--- config.mk ---
export PLATFORM = sky130hd
export DESIGN_NAME = sram_scrub_arb
export DESIGN_NICKNAME = d
export VERILOG_FILES = /design/src/rtl/sram_scrub_arb.sv
export SDC_FILE = /design/constraint.sdc
export NUM_CORES = 1
export LEC_CHECK = 0
export BUFFER_PORTS_ARGS = -buffer_cell sky130_fd_sc_hd__buf_2
export CAP_MARGIN = 20
export CORE_MARGIN = 3
export CORE_UTILIZATION = 30
export DETAILED_ROUTE_END_ITERATION = 7
export HOLD_SLACK_MARGIN = 0.12
export PLACE_DENSITY = 0.58
export SETUP_SLACK_MARGIN = 0.1
export SLEW_MARGIN = 20
export SYNTH_ARGS = -nofsm -noshare
export SYNTH_HDL_FRONTEND = slang
export SYNTH_SLANG_ARGS = --single-unit
export TNS_END_PERCENT = 5
--- constraint.sdc ---
create_clock -name clk -period 4.35 [get_ports clk]
set_clock_uncertainty 0.2 [all_clocks]
set_input_delay 0.6525 -clock clk [delete_from_list [all_inputs] [get_ports clk]]
set_output_delay 0.6525 -clock clk [all_outputs]
set_load 0.01 [all_outputs]
--- src/rtl/sram_scrub_arb.sv ---
// Single-port SRAM controller: zero-init walk, per-byte even parity,
// and a background scrubber that yields to the host with bounded starvation.
module sram_scrub_arb #(
    parameter int AW     = 10,
    parameter int DW     = 32,
    parameter int PW     = DW / 8,
    parameter int WCNT   = 1024,
    parameter int EVITVL = 15
) (
    input  logic          clk,
    input  logic          resetn,
    input  logic          init_start,
    input  logic          scrub_en,
    output logic          init_busy,
    output logic          init_done,
    input  logic          host_req,
    input  logic          host_we,
    input  logic [AW-1:0] host_addr,
    input  logic [DW-1:0] host_wdat,
    input  logic [PW-1:0] host_wbe,
    output logic          host_gnt,
    output logic          host_rvalid,
    output logic [DW-1:0] host_rdat,
    output logic          host_perr,
    output logic          sram_ce,
    output logic          sram_we,
    output logic [AW-1:0] sram_addr,
    output logic [DW-1:0] sram_wdat,
    output logic [PW-1:0] sram_wpar,
    output logic [PW-1:0] sram_wbe,
    input  logic [DW-1:0] sram_rdat,
    input  logic [PW-1:0] sram_rpar,
    output logic          scrub_err,
    output logic [AW-1:0] scrub_err_addr,
    output logic [15:0]   err_cnt
);

    localparam int TW = $clog2(EVITVL);
    localparam logic [AW-1:0] LAST  = AW'(WCNT - 1);
    localparam logic [TW-1:0] TLAST = TW'(EVITVL - 1);

    typedef enum logic [1:0] {
        S_IDLE,
        S_INIT,
        S_RUN
    } state_t;

    state_t        state;
    logic [AW-1:0] init_ptr;
    logic [AW-1:0] scrub_ptr;
    logic [TW-1:0] tmr;
    logic          pending;
    logic [1:0]    wait_cnt;
    logic          host_rd_q;
    logic          scrub_rd_q;
    logic [AW-1:0] scrub_addr_q;

    logic in_init;
    logic scrub_go;
    logic host_go;
    logic rd_perr;

    assign in_init   = (state == S_INIT);
    assign init_busy = in_init;

    // After three blocked cycles the scrubber takes the port from the host.
    assign scrub_go = resetn && (state == S_RUN) && scrub_en && pending
                      && (!host_req || wait_cnt == 2'd3);
    assign host_go  = resetn && !in_init && host_req && !scrub_go;
    assign host_gnt = host_go;

    always_comb begin
        sram_ce   = 1'b0;
        sram_we   = 1'b0;
        sram_addr = '0;
        sram_wdat = '0;
        sram_wbe  = '0;
        unique case (1'b1)
            in_init: begin
                sram_ce   = 1'b1;
                sram_we   = 1'b1;
                sram_addr = init_ptr;
                sram_wbe  = '1;
            end
            scrub_go: begin
                sram_ce   = 1'b1;
                sram_addr = scrub_ptr;
            end
            host_go: begin
                sram_ce   = 1'b1;
                sram_we   = host_we;
                sram_addr = host_addr;
                if (host_we) begin
                    sram_wdat = host_wdat;
                    sram_wbe  = host_wbe;
                end
            end
            default: ;
        endcase
    end

    always_comb begin
        sram_wpar = '0;
        rd_perr   = 1'b0;
        for (int i = 0; i < PW; i++) begin
            sram_wpar[i] = ^sram_wdat[8*i +: 8];
            rd_perr      = rd_perr | (^sram_rdat[8*i +: 8] ^ sram_rpar[i]);
        end
    end

    assign host_rvalid = host_rd_q;
    assign host_rdat   = host_rd_q ? sram_rdat : '0;
    assign host_perr   = host_rd_q & rd_perr;
    assign scrub_err   = scrub_rd_q & rd_perr;

    always_ff @(posedge clk or negedge resetn) begin
        if (!resetn) begin
            state          <= S_IDLE;
            init_ptr       <= '0;
            init_done      <= 1'b0;
            scrub_ptr      <= '0;
            tmr            <= '0;
            pending        <= 1'b0;
            wait_cnt       <= '0;
            host_rd_q      <= 1'b0;
            scrub_rd_q     <= 1'b0;
            scrub_addr_q   <= '0;
            scrub_err_addr <= '0;
            err_cnt        <= '0;
        end else begin
            host_rd_q  <= host_go & ~host_we;
            scrub_rd_q <= scrub_go;
            if (scrub_go) begin
                scrub_addr_q <= scrub_ptr;
            end
            if (scrub_err) begin
                scrub_err_addr <= scrub_addr_q;
                if (err_cnt != 16'hFFFF) begin
                    err_cnt <= err_cnt + 16'd1;
                end
            end
            if (init_start) begin
                state     <= S_INIT;
                init_ptr  <= '0;
                init_done <= 1'b0;
                scrub_ptr <= '0;
                tmr       <= '0;
                pending   <= 1'b0;
                wait_cnt  <= '0;
            end else begin
                unique case (state)
                    S_INIT: begin
                        if (init_ptr == LAST) begin
                            state     <= S_RUN;
                            init_done <= 1'b1;
                            init_ptr  <= '0;
                        end else begin
                            init_ptr <= init_ptr + AW'(1);
                        end
                    end
                    S_RUN: begin
                        if (scrub_go) begin
                            pending   <= 1'b0;
                            wait_cnt  <= '0;
                            scrub_ptr <= (scrub_ptr == LAST) ? '0
                                         : scrub_ptr + AW'(1);
                        end else if (pending && host_req && scrub_en) begin
                            wait_cnt <= wait_cnt + 2'd1;
                        end
                        // A fresh wrap re-arms even if the old request issues now.
                        if (scrub_en) begin
                            if (tmr == TLAST) begin
                                tmr     <= '0;
                                pending <= 1'b1;
                            end else begin
                                tmr <= tmr + TW'(1);
                            end
                        end
                    end
                    default: ;
                endcase
            end
        end
    end

endmodule

After elaboration in Yosys (flattened, before gate mapping). Cells that the tools add are included. Widths: inputs -> output; s select.

Bits in registers: 68. Input bits: 88. Output and inout bits: 116. Logic and storage cells: 102.

Add/sub/neg operators: 5. Eq/ne operators: 7. Muxes and demuxes: 34. Bitwise operators: 11. Reductions and logical operators: 33.

Operators with widths (number): $mux 32 (3); $mux 10 (7); $reduce_xor 8->1 (8); $pmux 10 s3 (1); $add 10x1->10 const B (2); $eq 10x10->1 const B (2); $mux 4 (5); $add 16x1->16 const B (1); $ne 16x16->1 const B (1); $mux 2 (7); $reduce_and 2->1 (5); $reduce_bool 2->1 (5); $logic_and 1x1->1 (9); $mux 1 (9); $pmux 4 s2 (1); $add 4x1->4 const B (1); $eq 2x2->1 const B (2); $eq 4x4->1 const B (1); $xor 1x1->1 (4); $and 1x1->1 (3); $logic_not 1->1 (3); $or 1x1->1 (3); $reduce_bool 3->1 (1); $reduce_or 3->1 (1); other kinds (5) (5).

Depth between registers and ports, before layout. Gate-level depths: netlist of run 1.

Word-level depth: 10. Mapped depth: 8.

Worst setup path after synthesis of run 1. No wires, ideal clock.

Path type: input-to-output. From: input sram_rdat[20]. To: output scrub_err. Data arrival time: 2.145 ns. Data required time: 3.497 ns. Path slack: 1.352 ns. Stages: 7. Path buffers: 2. Path through: xnor2_1 -> xnor3_1 -> xnor2_1 -> o41ai_2 -> buf_6 -> buf_4 -> inv_1.

Longest elaborated chain between the ends: 5.

RTL lines: start: declaration (RTL line 31) `input logic [DW-1:0] sram_rdat,`; $reduce_xor 8->1 (RTL line 107) `rd_perr = rd_perr | (^sram_rdat[8*i +: 8] ^ sram_rpar[i]);`; $xor 1x1->1 (RTL line 107); $or 1x1->1 (2 in a row) (RTL line 107); $and 1x1->1 (RTL line 114) `assign scrub_err = scrub_rd_q & rd_perr;`; end: declaration (RTL line 33) `output logic scrub_err,`.

Every way passes these cells.

==> results of run 1 <==
-- Yosys cell counts, drive strengths merged, types with 3 or more instances --
master / number
dfrtp: 67
nand2: 42
xnor2: 42
and3: 36
and2: 33
nor2: 33
xor2: 32
o21ai: 20
clkbuf: 18
mux2: 18
inv: 16
a21oi: 14
nor3: 12
nand3: 11
a222oi: 9
nand4: 8
ha: 6
nor4: 6
or3: 6
buf: 5
nand2b: 5
xnor3: 4
mux2i: 3
nor4b: 3
-- logic make-up (layout without fill, tap and decap cells) --
| family | after synthesis | in the layout |
|---|---|---|
| multiplexers | 21 | 21 |
| buffers and inverters | 39 | 239 |
| flip-flops | 67 | 67 |
| AO/OA/AOI/OAI | 54 | 54 |
| adder cells (fa/ha/maj) | 6 | 6 |
| XOR/XNOR | 78 | 78 |
| AND/OR/NAND/NOR | 202 | 202 |
-- final cells by class --
| type | count | share of cell area (%) |
|---|---|---|
| clock buffer | 10 | 3.93 |
| clock inverter | 5 | 0.944 |
| inverter | 16 | 1.03 |
| multi-input combinational | 361 | 43.4 |
| sequential | 67 | 28.8 |
| tap | 180 | 3.86 |
| timing repair buffer | 208 | 18.1 |
-- state kept, by name (all words and copies together) (netlist names) --
signal / count
err_cnt: 16
host_rvalid: 1
init_done: 1
init_ptr: 10
pending: 1
scrub_addr_q: 10
scrub_err_addr: 10
scrub_ptr: 10
scrub_rd_q: 1
state: 1
tmr: 4
wait_cnt: 2
-- layer usage --
metal	vias to the layer above	GRT usage [%]
li1	2013	-
met1	1904	19.0
met4	2	2.97
met5	-	0
met3	8	4.34
met2	166	23.7
-- worst max-delay path, cell delays in order (launching register included) --
cell                       delay, ps
sky130_fd_sc_hd__dfrtp_1         410
sky130_fd_sc_hd__nand2b_1        430
sky130_fd_sc_hd__nand3_1         150
sky130_fd_sc_hd__a21oi_2         710
sky130_fd_sc_hd__buf_4           340
sky130_fd_sc_hd__and3_1          180
sky130_fd_sc_hd__buf_2           130
-- how the worst max path moves through the flow --
stage / cells past startpoint / end
2_1_floorplan: 7 / scrub_err
3_3_place_gp: 8 / scrub_err
3_5_place_dp: 8 / scrub_err
4_1_cts: 6 / sram_wdat[15]
5_1_grt: 6 / sram_wpar[1]
6_report: 6 / sram_wdat[28]
-- power groups by stage --
stage / Clock [mW] / Sequential (mW) / Combinational [mW]
final: 0.702 / 0.634 / 0.280
after global placement: 0 / 0.645 / 0.280
after CTS: 0.720 / 0.634 / 0.284
after global routing: 0.757 / 0.635 / 0.309
after floorplan: 0 / 0.643 / 0.164
after detailed placement: 0 / 0.645 / 0.282
==> metrics.json, run 1 <==
{
  "clkLatencyLatePin_ps": 330,
  "main_combinational_cell_family_by_area_after_synthesis": "simple AND/OR/NAND/NOR gates",
  "power.switching_fraction_pct": 25.9,
  "grt_max_degree": 71,
  "ys_warn_count": 0,
  "io-pin-count": 204,
  "routed-wl-met2_um": 5620,
  "synth-compound-area-share_pct": 8.23,
  "final_design_area_no_fill_sq_mm": 0.00583,
  "synth_largest_type_area_fraction_pct": 38.4,
  "detailedRoute.firstIterationViolations": 356,
  "arrival_ps": 2700,
  "ys_ff_latch": 67,
  "post_layout_instance_count_excluding_filler_cells": 847,
  "muxShareOfSynthArea_pct": 5.34,
  "whs_endpoint": "scrub_err_addr[8]",
  "area.sequential_sq_mm": 0.00168,
  "number_of_flops_mapped_to_enable_cells_by_yosys": 0,
  "chipWidth_um": 127,
  "async_reset_ff_share_pct": 100,
  "critical_path_peak_fanout": 26,
  "dp_hpwl_um": 9200,
  "worst_setup_path_startpoint": "init_done",
  "most_area_consuming_cells_after_synthesis": "sky130_fd_sc_hd__dfrtp_1, sky130_fd_sc_hd__xnor2_1, sky130_fd_sc_hd__xor2_1",
  "post_cts_buffers": 0,
  "fin_tns_setup_ps": 0,
  "synth.net_count": 561,
  "antenna_cells": 0,
  "count_of_vias_placed_by_the_detailed_router": 4093,
  "area_taken_by_multi_input_logic_gates_sq_mm": 0.00253,
  "first_global_vias": 3926,
  "pwrdens_mw_per_mm2": 277,
  "wirelength_met1_um": 5150,
  "die_span_y_um": 127,
  "clk_pin_slew_worst_paths_ps": 50,
  "initial_antenna_violation_count": 1,
  "route.detailed.drc": 0,
  "post_synthesis_xor_xnor_area_fraction_pct": 17.4,
  "met3_wirelength_um": 1100,
  "utilization_after_layout_pct": 41.5,
  "internal_power_mw": 1.20,
  "cts_buffers": 9,
  "groute.usage.overall_pct": 14.4,
  "total_leakage_power_nw": 3.26,
  "setup_viol_count_final": 0,
  "cts_resized": 0,
  "timing.hold.ws_ps": 275,
  "slew_headroom_pct": 36.8,
  "seq_area_frac_synth_pct": 38.4,
  "synth_cell_type_count": 47,
  "crit-reg2reg-launch": "state[0]",
  "wirelength_um": 12000,
  "design.core.area_sq_mm": 0.0140,
  "grt_remaining_overflow": 0,
  "cts.htree.levels": 3,
  "worstSetupEndpointType": "primary output",
  "placedInstanceArea_sq_mm": 0.00555,
  "clk_sink_count": 67,
  "layout.filler_cells": 1400,
  "syn_to_final_growth_pct": 33.6,
  "clk_root_buffer_cell": "sky130_fd_sc_hd__clkbuf_16",
  "finalCritPeriodShare_pct": 81.6,
  "total_switching_power_uw": 418,
  "initial_utilization_pct": 31.1,
  "floorplan.die_area_sq_mm": 0.0160,
  "firstDrtPassIters": 6,
  "worstSetupStartpointType": "register",
  "max-cap-violations": 0,
  "outcome": "finished clean",
  "worst-r2r-cell-count": 6,
  "post_synth_fa_ha_maj_area_fraction_pct": 1.72,
  "cp_data_required_time_ps": 3500,
  "placed_cells": 832,
  "syn_area_per_cell_sq_um": 9.34,
  "irDropWorstVdd_uv": 165,
  "p_comb_share_pct": 17.3,
  "cts_tree": "yes",
  "drv_slew": 0,
  "grt_pass1_wl_um": 19100,
  "synth_simple_gate_area_share_pct": 24.9,
  "hold_path.class": "reg2reg",
  "rows": 43,
  "detail_route.wl_per_cell_um": 14.1,
  "timing.setup.critical_path_class": "reg2out",
  "grt_setup_unrepaired": "no",
  "post-route-worst-setup-slack_ps": 801,
  "finalPower_mw": 1.62,
  "route.top_layer_used": "met5",
  "power_frac_seq_pct": 39.2,
  "ctsHoldBuffers": 0,
  "ant_nets": 0,
  "synth.cell_area_sq_mm": 0.00436,
  "routed_via_density": 4.83,
  "hold_start": "scrub_err_addr[8]",
  "timing.hold.worst_path_depth": 2,
  "yosys_most_used_dff": "sky130_fd_sc_hd__dfrtp_1",
  "layout-drive-gt1-share_pct": 37.5,
  "hold_viol": 0,
  "io_buffers": 203,
  "timing_worst_slew_pin_value_ps": 947,
  "layout_commonest_cell": "sky130_fd_sc_hd__buf_2",
  "finish.net_count": 757,
  "pre_cts_setup_slack_ps": 902,
  "post-route-min-period_ps": 3550,
  "worst_r2r_endpoint": "scrub_ptr[9]",
  "maximum_frequency_from_static_timing_analysis_ghz": 0.282,
  "power.clock.fraction_pct": 43.4,
  "layout_common_cells": "sky130_fd_sc_hd__buf_2, sky130_fd_sc_hd__dfrtp_1, sky130_fd_sc_hd__nand2_1, sky130_fd_sc_hd__xnor2_1, sky130_fd_sc_hd__and3_1",
  "gp_routability_congestion": 0.879,
  "reg2reg_slack_ps": 1780,
  "cts_max_path_buffers": 2,
  "synthDominantAreaCellType": "sky130_fd_sc_hd__dfrtp_1",
  "post_synth_inst_count": 467
}
Power figures use the tool's default switching activity.
==> inputs of run 2 (changes only) <==
--- a/config.mk
+++ b/config.mk
@@ -11,7 +11,7 @@
 export CORE_UTILIZATION = 30
 export DETAILED_ROUTE_END_ITERATION = 7
 export HOLD_SLACK_MARGIN = 0.12
-export PLACE_DENSITY = 0.58
+export PLACE_DENSITY = 0.6
 export SETUP_SLACK_MARGIN = 0.1
 export SLEW_MARGIN = 20
 export SYNTH_ARGS = -nofsm -noshare
==> constraint.sdc (replaced) <==
create_clock -name clk -period 3.1 [get_ports clk]
set_clock_uncertainty 0.2 [all_clocks]
set_input_delay 0.465 -clock clk [delete_from_list [all_inputs] [get_ports clk]]
set_output_delay 0.465 -clock clk [all_outputs]
set_load 0.01 [all_outputs]
==> metrics.json, run 2 (same netlist as run 1, synthesis figures left out) <==
{
  "post-route-min-period_ps": 2890,
  "grt_remaining_overflow": 0,
  "detail_route.wl_per_cell_um": 14.1,
  "fin_tns_setup_ps": 0,
  "crit-reg2reg-launch": "state[0]",
  "grt_pass1_wl_um": 19400,
  "groute.usage.overall_pct": 14.6,
  "layout-drive-gt1-share_pct": 37.8,
  "initial_utilization_pct": 31.1,
  "worst_r2r_endpoint": "scrub_ptr[6]",
  "dp_hpwl_um": 9410,
  "total_leakage_power_nw": 3.30,
  "die_span_y_um": 127,
  "cts_max_path_buffers": 2,
  "cts_tree": "yes",
  "finish.net_count": 761,
  "layout_common_cells": "sky130_fd_sc_hd__buf_2, sky130_fd_sc_hd__dfrtp_1, sky130_fd_sc_hd__nand2_1, sky130_fd_sc_hd__xnor2_1, sky130_fd_sc_hd__and3_1",
  "outcome": "finished clean",
  "cpPeakStageDelay_ps": 570,
  "critical_path_peak_fanout": 12,
  "count_of_vias_placed_by_the_detailed_router": 4090,
  "finalCritPeriodShare_pct": 93.3,
  "floorplan.die_area_sq_mm": 0.0160,
  "grt_max_degree": 69,
  "setup_viol_count_final": 0,
  "max-cap-violations": 0,
  "clk_sink_count": 67,
  "critical_path.slowest_cell": "sky130_fd_sc_hd__dlygate4sd3_1",
  "routed_via_density": 4.80,
  "wirelength_um": 12000,
  "ant_nets": 0,
  "grt_setup_unrepaired": "no",
  "cp_data_required_time_ps": 2430,
  "first_global_vias": 3932,
  "worst_setup_path_startpoint": "resetn",
  "antenna_cells": 0,
  "route.detailed.drc": 0,
  "io-pin-count": 204,
  "pwrdens_mw_per_mm2": 403,
  "hold_viol": 0,
  "worst-r2r-cell-count": 7,
  "detailedRoute.firstIterationViolations": 211,
  "io_buffers": 203,
  "crit_chain": "dlygate4sd3_1, buf_2, and3_1, nand2_1, nand3_1, buf_2",
  "timing.hold.ws_ps": 273,
  "maximum_frequency_from_static_timing_analysis_ghz": 0.346,
  "top_register": "err_cnt",
  "timing_worst_slew_pin_value_ps": 842,
  "clkLatencyLatePin_ps": 330,
  "layout.filler_cells": 1419,
  "endpoint": "sram_addr[8]",
  "hold_path.class": "reg2reg",
  "reg2reg_slack_ps": 700,
  "chipWidth_um": 127,
  "initial_antenna_violation_count": 0,
  "slew_headroom_pct": 43.9,
  "layout_commonest_cell": "sky130_fd_sc_hd__buf_2",
  "arrival_ps": 2230,
  "syn_to_final_growth_pct": 35.3,
  "irDropWorstVdd_uv": 230,
  "firstDrtPassIters": 4,
  "drv_slew": 0,
  "cts_buffers": 9,
  "timing.setup.critical_path_class": "in2out",
  "clk_root_buffer_cell": "sky130_fd_sc_hd__clkbuf_16",
  "worstSetupStartpointType": "input port",
  "clk_pin_slew_worst_paths_ps": 50,
  "worstSetupEndpointType": "primary output",
  "cts.htree.levels": 3,
  "gp_routability_congestion": 0.876,
  "design.core.area_sq_mm": 0.0140,
  "largest_register_ffs": 16,
  "cpMostUsedCell": "sky130_fd_sc_hd__buf_2",
  "rows": 43
}
==> run 2: changes by cell type in the layout (fill, tap and decap cells not counted), sizes merged <==
cell,delta
dlygate4sd3,+1
clkinv,+1
bufinv,+1
clkinvlp,-1
buf,+3
==> run 2: how the worst min path moves through the flow <==
stage	startpoint	to	depth (start not counted)
global placement	resetn	wait_cnt[1]	1
global route	scrub_err_addr[8]	scrub_err_addr[8]	2
floorplan	resetn	err_cnt[0]	0
detailed placement	resetn	wait_cnt[1]	1
CTS	scrub_err_addr[8]	scrub_err_addr[8]	2
finish	scrub_err_addr[8]	scrub_err_addr[8]	2
==> run 2: where the power goes <==
part	switching (mW)	leakage, nW	internal [mW]	total (mW)
clock	0.384	0.153	0.705	1.09
sequential	0.00937	0.919	0.880	0.890
combinational	0.210	2.22	0.190	0.400
==> run 2: per-layer routing <==
layer | up-vias | track usage, % | share of wire (%)
met5 | - | 0 | 0
met4 | 0 | 3.60 | 1.1
met3 | 14 | 4.42 | 7.5
met2 | 151 | 23.0 | 47
met1 | 1912 | 19.8 | 44
li1 | 2013 | - | -
==> run 2: per-stage QoR <==
stage          std cells  power [mW]  worst slack, ps  util, %  instance area [sq um]
2_1_floorplan        467        1.13              477        -                   4360
3_3_place_gp         835        1.30              327     39.7                   5570
3_5_place_dp         835        1.31              241     39.7                   5570
4_1_cts              852        2.41              204     42.0                   5900
5_1_grt              852        2.49              118     42.0                   5900
6_report             852        2.38              207     42.0                   5900
==> run 2: repair_timing <==
action                     4_1_cts  5_1_grt
gates resized for setup          0        1
setup buffers                    0        0
hold buffers                     1        0
hold endpoints to repair         1        0
setup endpoints to repair        0       12
==> run 2: area by class of cell <==
cell class | instances | area [sq um] | area share [%]
multi-input cells | 361 | 2530 | 42.9
clock buffers | 10 | 229 | 3.88
clock inverters | 6 | 90.1 | 1.53
inverters | 16 | 60.1 | 1.02
flip-flops and latches | 67 | 1680 | 28.4
repair buffers | 212 | 1090 | 18.5
well taps | 180 | 225 | 3.82
==> run 2: worst max-delay path, delay by kind of cell <==
| kind | cells | cell delay (ps) |
|---|---|---|
| buffers and inverters | 3 | 900 |
| and+or+nand+nor | 3 | 860 |
==> inputs of run 3 (changes only) <==
--- a/config.mk
+++ b/config.mk
@@ -11,7 +11,7 @@
 export CORE_UTILIZATION = 30
 export DETAILED_ROUTE_END_ITERATION = 7
 export HOLD_SLACK_MARGIN = 0.12
-export PLACE_DENSITY = 0.6
+export PLACE_DENSITY = 0.63
 export SETUP_SLACK_MARGIN = 0.1
 export SLEW_MARGIN = 20
 export SYNTH_ARGS = -nofsm -noshare
==> metrics.json, run 3 (same netlist as run 1, synthesis figures left out) <==
{
  "irDropWorstVdd_uv": 223,
  "hold_viol": 0,
  "finish.net_count": 760,
  "grt_remaining_overflow": 0,
  "fin_tns_setup_ps": 0,
  "dp_hpwl_um": 9100,
  "post-route-min-period_ps": 2830,
  "layout-drive-gt1-share_pct": 37.9,
  "chipWidth_um": 127,
  "drv_slew": 0,
  "cts_max_path_buffers": 2,
  "initial_utilization_pct": 31.1,
  "crit_chain": "dlygate4sd3_1, buf_2, and3_1, nand2_1, nand3_1, buf_2",
  "count_of_vias_placed_by_the_detailed_router": 4034,
  "cpMostUsedCell": "sky130_fd_sc_hd__buf_2",
  "arrival_ps": 2170,
  "slew_headroom_pct": 43.2,
  "reg2reg_slack_ps": 760,
  "pwrdens_mw_per_mm2": 404,
  "power.switching_fraction_pct": 24.8,
  "cts.htree.levels": 3,
  "internal_power_mw": 1.80,
  "first_global_vias": 3772,
  "clkLatencyLatePin_ps": 330,
  "gp_routability_congestion": 0.798,
  "worstSetupEndpointType": "primary output",
  "routed_via_density": 4.74,
  "ant_nets": 0,
  "top_register": "err_cnt",
  "antenna_cells": 0,
  "clk_pin_slew_worst_paths_ps": 60,
  "worstSetupStartpointType": "input port",
  "largest_register_ffs": 16,
  "firstDrtPassIters": 4,
  "layout_commonest_cell": "sky130_fd_sc_hd__buf_2",
  "p_comb_share_pct": 16.6,
  "timing.setup.critical_path_class": "in2out",
  "design.core.area_sq_mm": 0.0140,
  "setup_viol_count_final": 0,
  "layout_common_cells": "sky130_fd_sc_hd__buf_2, sky130_fd_sc_hd__dfrtp_1, sky130_fd_sc_hd__nand2_1, sky130_fd_sc_hd__xnor2_1, sky130_fd_sc_hd__and3_1",
  "detail_route.wl_per_cell_um": 14.0,
  "grt_setup_unrepaired": "no",
  "grt_pass1_wl_um": 18900,
  "hold_start": "scrub_err_addr[8]",
  "io_buffers": 203,
  "initial_antenna_violation_count": 0,
  "finalPower_mw": 2.39,
  "floorplan.die_area_sq_mm": 0.0160,
  "whs_endpoint": "scrub_err_addr[8]",
  "worst_setup_path_startpoint": "resetn",
  "max-cap-violations": 0,
  "route.detailed.drc": 0,
  "clk_sink_count": 67,
  "worst_r2r_endpoint": "scrub_ptr[3]",
  "wirelength_um": 11900,
  "finalCritPeriodShare_pct": 91.4,
  "worst-r2r-cell-count": 7,
  "crit-reg2reg-launch": "state[0]",
  "detailedRoute.firstIterationViolations": 187,
  "cts_tree": "yes",
  "clk_root_buffer_cell": "sky130_fd_sc_hd__clkbuf_16",
  "syn_to_final_growth_pct": 35.5,
  "critical_path.slowest_cell": "sky130_fd_sc_hd__dlygate4sd3_1",
  "rows": 43,
  "groute.usage.overall_pct": 14.4,
  "critical_path_peak_fanout": 12,
  "timing_worst_slew_pin_value_ps": 851,
  "die_span_y_um": 127,
  "hold_path.class": "reg2reg",
  "power_frac_seq_pct": 37.2,
  "grt_max_degree": 69,
  "timing.hold.worst_path_depth": 2,
  "maximum_frequency_from_static_timing_analysis_ghz": 0.353,
  "total_switching_power_uw": 594,
  "total_leakage_power_nw": 3.29,
  "power.clock.fraction_pct": 46.1,
  "io-pin-count": 204,
  "outcome": "finished clean",
  "cpPeakStageDelay_ps": 570,
  "cp_data_required_time_ps": 2430,
  "cts_buffers": 9,
  "layout.filler_cells": 1397
}
[run 3: cell count changes in the layout (fill, tap and decap cells not counted), sizes merged]
cell      change
buf           -1
clkinv        -1
clkinvlp      +1
[run 3: how the worst max path moves through the flow]
stage,end,depth (start not counted)
2_1_floorplan,scrub_err,7
3_3_place_gp,err_cnt[1],8
3_5_place_dp,err_cnt[1],8
4_1_cts,sram_wpar[2],8
5_1_grt,sram_addr[8],6
6_report,sram_addr[8],6
[run 3: layout make-up]
cell class / instances / area [sq um] / area share (%)
sequential: 67 / 1680 / 28.4
tap: 180 / 225 / 3.81
timing repair buffer: 211 / 1090 / 18.5
clock inverter: 6 / 88.8 / 1.50
clock buffer: 10 / 239 / 4.04
inverter: 16 / 60.1 / 1.02
multi-input combinational: 361 / 2530 / 42.8
[run 3: power by group through the flow]
stage / logic (mW) / clock network [mW] / registers, mW
floorplan: 0.231 / 0 / 0.902
global placement: 0.398 / 0 / 0.905
detailed placement: 0.400 / 0 / 0.905
CTS: 0.403 / 1.14 / 0.890
global route: 0.439 / 1.17 / 0.891
finish: 0.398 / 1.10 / 0.889
[run 3: critical path, delay by kind of cell]
| kind | cells | cell delay (ps) |
|---|---|---|
| buffers and inverters | 3 | 890 |
| AND/OR/NAND/NOR | 3 | 810 |
[run 3: per-layer routing]
| layer | wire [um] | part of all wire [%] | vias up | global-route usage, % |
|---|---|---|---|---|
| met5 | 0 | 0 | - | 0 |
| met4 | 45 | 0.38 | 0 | 2.46 |
| met3 | 983 | 8.2 | 6 | 3.79 |
| met2 | 5560 | 47 | 163 | 23.1 |
| met1 | 5340 | 45 | 1851 | 20.0 |
| li1 | - | - | 2014 | - |
[run 3: what timing repair did]
item,CTS,global route
buffers inserted,0,0
setup endpoints to repair,0,9
hold endpoints to repair,1,0
gates resized for setup,0,4
hold buffers,1,0
[run 3: through the flow]
step	hold slack [ps]	cell area (sq um)	instances	worst slack (ps)	util (%)
final	276	5910	851	266	42.1
after global routing	321	5910	851	105	42.1
after CTS	283	5900	851	128	42.0
after detailed placement	79.4	5560	834	260	39.6
after global placement	79.0	5560	834	300	39.6
after floorplan	-30.6	4360	467	477	-
